<file path="config.mk">
export PLATFORM = sky130hd
export DESIGN_NAME = button_event_decoder
export DESIGN_NICKNAME = d
export VERILOG_FILES = /design/src/rtl/button_pkg.sv /design/src/rtl/button_edge_detect.sv /design/src/rtl/button_event_decoder.sv
export SDC_FILE = /design/constraint.sdc
export NUM_CORES = 1
export LEC_CHECK = 0
export CORE_MARGIN = 2
export CORE_UTILIZATION = 35
export CTS_CLUSTER_DIAMETER = 100
export DETAILED_ROUTE_END_ITERATION = 10
export GPL_TIMING_DRIVEN = 0
export PLACE_DENSITY_LB_ADDON = 0.2
export SLEW_MARGIN = 20
export SYNTH_ARGS = -nofsm -noshare
export SYNTH_HDL_FRONTEND = slang
export SYNTH_HIERARCHICAL = 1
export SYNTH_SLANG_ARGS = --single-unit
</file>
<file path="constraint.sdc">
create_clock -name clock_i -period 2.6 [get_ports clock_i]
set_input_delay 0.65 -clock clock_i [delete_from_list [all_inputs] [get_ports clock_i]]
set_output_delay 0.65 -clock clock_i [all_outputs]
set_load 0.02 [all_outputs]
</file>
<file path="src/rtl/button_pkg.sv">
// Shared push-button definitions: decoder state type and default timing.
package button_pkg;

    typedef enum logic [2:0] {
        IDLE        = 3'd0,
        PRESSED     = 3'd1,
        LONG_HELD   = 3'd2,
        WAIT_GAP    = 3'd3,
        SECOND_HELD = 3'd4
    } state_e;

    // 0.5 s long press and 0.25 s click gap at 100 MHz.
    localparam int DEFAULT_LONG_TICKS = 50_000_000;
    localparam int DEFAULT_GAP_TICKS  = 25_000_000;
    localparam int DEFAULT_CNT_W      = 27;

endpackage

</file>
<file path="src/rtl/button_edge_detect.sv">
// Registered rise/fall detector on a clock-synchronous level.
module button_edge_detect (
    input  logic clock_i,
    input  logic reset_i,
    input  logic level_i,
    output logic rise_o,
    output logic fall_o
);

    logic level_q;
    logic rise_q;
    logic fall_q;

    always_ff @(posedge clock_i) begin
        if (reset_i) begin
            level_q <= 1'b0;
            rise_q  <= 1'b0;
            fall_q  <= 1'b0;
        end else begin
            level_q <= level_i;
            rise_q  <= level_i & ~level_q;
            fall_q  <= ~level_i & level_q;
        end
    end

    assign rise_o = rise_q;
    assign fall_o = fall_q;

endmodule

</file>
<file path="src/rtl/button_event_decoder.sv">
// Decodes a debounced button level into press/release/click/double/long pulses.
module button_event_decoder
    import button_pkg::*;
#(
    parameter int LONG_TICKS = DEFAULT_LONG_TICKS,
    parameter int GAP_TICKS  = DEFAULT_GAP_TICKS,
    parameter int CNT_W      = DEFAULT_CNT_W
) (
    input  logic clock_i,
    input  logic reset_i,
    input  logic btn_i,
    output logic press_o,
    output logic release_o,
    output logic single_click_o,
    output logic double_click_o,
    output logic long_press_o
);

    localparam logic [CNT_W-1:0] LONG_LAST = CNT_W'(LONG_TICKS - 1);
    localparam logic [CNT_W-1:0] GAP_LAST  = CNT_W'(GAP_TICKS - 1);
    localparam logic [CNT_W-1:0] CNT_ONE   = CNT_W'(1);

    state_e           state_q, state_d;
    logic [CNT_W-1:0] cnt_q, cnt_d;
    logic             single_q, single_d;
    logic             double_q, double_d;
    logic             long_q, long_d;

    button_edge_detect u_edge (
        .clock_i (clock_i),
        .reset_i (reset_i),
        .level_i (btn_i),
        .rise_o  (press_o),
        .fall_o  (release_o)
    );

    // Thresholds are compared before incrementing, so cnt never exceeds them.
    always_comb begin
        state_d  = state_q;
        cnt_d    = cnt_q;
        single_d = 1'b0;
        double_d = 1'b0;
        long_d   = 1'b0;
        case (state_q)
            IDLE: begin
                if (btn_i) begin
                    state_d = PRESSED;
                    cnt_d   = CNT_ONE;
                end
            end
            PRESSED: begin
                if (btn_i) begin
                    if (cnt_q == LONG_LAST) begin
                        long_d  = 1'b1;
                        state_d = LONG_HELD;
                    end else begin
                        cnt_d = cnt_q + CNT_ONE;
                    end
                end else begin
                    state_d = WAIT_GAP;
                    cnt_d   = CNT_ONE;
                end
            end
            LONG_HELD: begin
                if (!btn_i) begin
                    state_d = IDLE;
                end
            end
            WAIT_GAP: begin
                if (btn_i) begin
                    double_d = 1'b1;
                    state_d  = SECOND_HELD;
                end else if (cnt_q == GAP_LAST) begin
                    single_d = 1'b1;
                    state_d  = IDLE;
                end else begin
                    cnt_d = cnt_q + CNT_ONE;
                end
            end
            SECOND_HELD: begin
                if (!btn_i) begin
                    state_d = IDLE;
                end
            end
            default: begin
                state_d = IDLE;
            end
        endcase
    end

    always_ff @(posedge clock_i) begin
        if (reset_i) begin
            state_q  <= IDLE;
            cnt_q    <= '0;
            single_q <= 1'b0;
            double_q <= 1'b0;
            long_q   <= 1'b0;
        end else begin
            state_q  <= state_d;
            cnt_q    <= cnt_d;
            single_q <= single_d;
            double_q <= double_d;
            long_q   <= long_d;
        end
    end

    assign single_click_o = single_q;
    assign double_click_o = double_q;
    assign long_press_o   = long_q;

endmodule

</file>
==> results.md <==
* Largest net degree at the start of global routing at 14
* Seq pwr share at 52.8%
* Crit path kind: flip-flop to flip-flop
* First-pass GRT wire length at ~9.0 mm
* Post-Route WL at ~5.6 mm
* Total Nets Final at 260
* Final min period at roughly 2.5 ns
* CTS Buffer Depth at 2
* Initial Util at between 30% and 40%
* Clock Power Share at 35.7%
* First-pass DRT Iterations at 4
* Pwr Total at around 1.1 mW
* Flops & latches, synth at 36
* DR vias/cell at 5.918
* Layout cells sized above 1 at between 10% and 20%
* Post-synth EDFFs at 0
* Fillers at between 500 and 600
* I/O Pins at 8
* Antenna-violating nets left at 0
* H-tree levels at 2
* Final Hold Viols at 0
* # DRC at 0
* Max Freq at roughly 400 MHz
* Crit path DAT at roughly 2.7 ns
* Yosys warnings at 6
* PwrDens at just under 500 mW/mm²
* Core box area at approximately 0.0055 mm²
* Peak supply drop at 0.0002240 V
* Synth-to-layout area growth at 13.16%
* RSZ-0062 raised after global routing: true
* Combinational cell fraction of total power at 11.5%
* Max-slew violations at 0
* Die H at 78.99 µm
* Setup crit start kind: flip-flop
* Synth unique cells at 45
* Cell Int Power at 0.7799 mW
* Post-Syn Nets at 245
* Run status: complete, no violations
* Detailed Route Iter0 Violations at ~180
* Worst-path maximum fanout at 10
* WL/cell at 17.01 µm
* Main area contributors after synthesis: dfxtp_1, nand2_1, o31ai_1
* CTS tree: done
* Max-slew headroom at between 50% and 60%
* Worst slew pin tran at 0.6635 ns
* Clock latency on the worst-skew pair at 0.29 ns
* Clk root buf: clkbuf_8
* Vias at ~1900
* Post-synth top area share at 36.62%
* Mapped Avg Cell Area at 8.167 µm²
* Reg clk slew, reported paths at 0.08 ns
* Worst min path class: flip-flop to flip-flop
* Area of the die at 0.006239 mm²
* Final setup vio count at 0
* Req. time, crit path at 2.77 ns
* Vias in the first global route at 1776
* Initial antenna violation count at 0
* Setup Skew at approximately 0.0076 ns
* Clock Sink Count at 36
* Die X-Extent at 78.99 µm
* Crit. End Element: flip-flop
* Count leader, synth: dfxtp_1
* Synth Flop Type: dfxtp_1
* Row cnt at 27
* Leak at 0.7399 nW
* Placer congestion estimate at 0.7936
* Ys async rst share at 0%
* Syn Std Cell Area at ~0.0020 mm²
* GRT Total Usage at 18.30%
* Grt ovf at 0
* Number of buffers created by CTS at 5
* Max-Cap Viols at 0
* Post-synth top cells: dfxtp_1, nand2_1, nand3_1
* Final HPWL DP at 3.764 mm
* Final Cycle Share at 95.22%
* Switching share of power at 27.32%
* # port buffers at 7
* Cell taking the most area after synthesis: dfxtp_1
* Register area share after synthesis at 36.62%
* Psw at approximately 0.29 mW
* Mapped Cells at between 200 and 250
* Ant diodes at 0
* Hold WS at 0.4262 ns
[final timing paths]
check	from	end	slack [ns]	cells after the start
worst max-delay path	cnt_q[16]	cnt_q[24]	0.12	7
worst min-delay path	u_edge/level_q	u_edge/rise_o	0.43	1
worst min register to register	u_edge/level_q	u_edge/rise_o	0.43	1
worst max register to register	cnt_q[16]	cnt_q[24]	0.12	7
[cells by family (layout without fill, tap and decap cells)]
group | count (synthesis) | after routing | share of synthesized area, %
compound gates | 75 | 75 | 25.68
flops | 36 | 36 | 36.62
simple gates | 111 | 112 | 33.19
buf+inv | 18 | 32 | 3.878
fa+ha+maj | 1 | 1 | 0.6356
[cell usage in the layout, fill, tap and decap left out, types with 2 or more instances in the layout]
master           count
nor3_1               6
o21ai_0             15
nand3_1             17
o31ai_1             13
a211oi_1             2
nand4b_1             3
o211ai_1             9
dfxtp_1             36
clkbuf_8             5
nor4_1               3
nor2_1              10
a31oi_1              4
o21a_1               2
and2_1               4
nor2b_1              3
a311oi_1             3
a21oi_1             11
clkbuf_1             9
buf_4                3
nor3b_2              2
clkdlybuf4s50_1      6
and4_1               6
inv_1                5
nor4b_1              3
nand2_1             29
o41ai_1              7
or4_4                2
and3_1               8
nand4_1              5
or2_2                3
[power groups by stage]
stage | registers (mW) | clock network, mW | logic (mW)
4_1_cts | 0.566 | 0.394 | 0.119
3_3_place_gp | 0.579 | 0 | 0.118
2_1_floorplan | 0.578 | 0 | 0.0792
6_report | 0.567 | 0.383 | 0.123
5_1_grt | 0.567 | 0.419 | 0.137
3_5_place_dp | 0.579 | 0 | 0.118
[routing by layer]
| layer | part of all wire, % | vias up | global-route usage [%] |
|---|---|---|---|
| li1 | - | 965 | - |
| met1 | 49 | 918 | 25.70 |
| met2 | 45 | 51 | 28.22 |
| met3 | 4.5 | 7 | 3.409 |
| met4 | 0.91 | 0 | 6.034 |
| met5 | 0 | - | 0 |
[repair_timing]
item                       4_1_cts  5_1_grt
hold endpoints to repair         0        0
pin swaps                        0        1
setup buffers                    0        2
setup endpoints to repair       16       11
cloned                           0        1
resized for setup                4        2
hold buffers                     0        0
[critical path: stages, from the launching register on]
cell and delay (ns):
dfxtp_1 0.37, or4b_1 0.54, or4_4 0.44, o31ai_1 0.26
o21ai_1 0.21, nand2_2 0.20, buf_4 0.23, o21ai_0 0.10
[sequential cells by signal, indices dropped and copies added (netlist names)]
signal,cells
state_q,3
cnt_q,27
u_edge/level_q,1
long_press_o,1
double_click_o,1
u_edge/fall_o,1
u_edge/rise_o,1
single_click_o,1
[area by class of cell]
type | count | area (µm²) | area share (%)
flip-flops and latches | 36 | 720.7 | 32.36
repair buffers | 9 | 83.83 | 3.764
well taps | 72 | 90.09 | 4.045
inverters | 5 | 18.77 | 0.8427
clock inverters | 1 | 5.005 | 0.2247
plain buffers | 11 | 53.80 | 2.416
multi-input cells | 188 | 1182 | 53.09
clock buffers | 6 | 72.57 | 3.258
[metrics by stage]
| stage | worst slack (ns) | instance area, µm² | utilization, % | TNS (ns) | std cells |
|---|---|---|---|---|---|
| 5_1_grt | -0.001472 | 2227 | 40.70 | -0.001472 | 328 |
| 6_report | 0.1243 | 2227 | 40.70 | 0 | 328 |
| 2_1_floorplan | 0.3361 | 1968 | - | 0 | 241 |
| 3_3_place_gp | -0.6258 | 2128 | 38.89 | -9.700 | 320 |
| 3_5_place_dp | -0.5674 | 2128 | 38.89 | -9.023 | 320 |
| 4_1_cts | 0.07031 | 2208 | 40.35 | 0 | 326 |
Note: power is estimated with default switching activity, not from simulation.
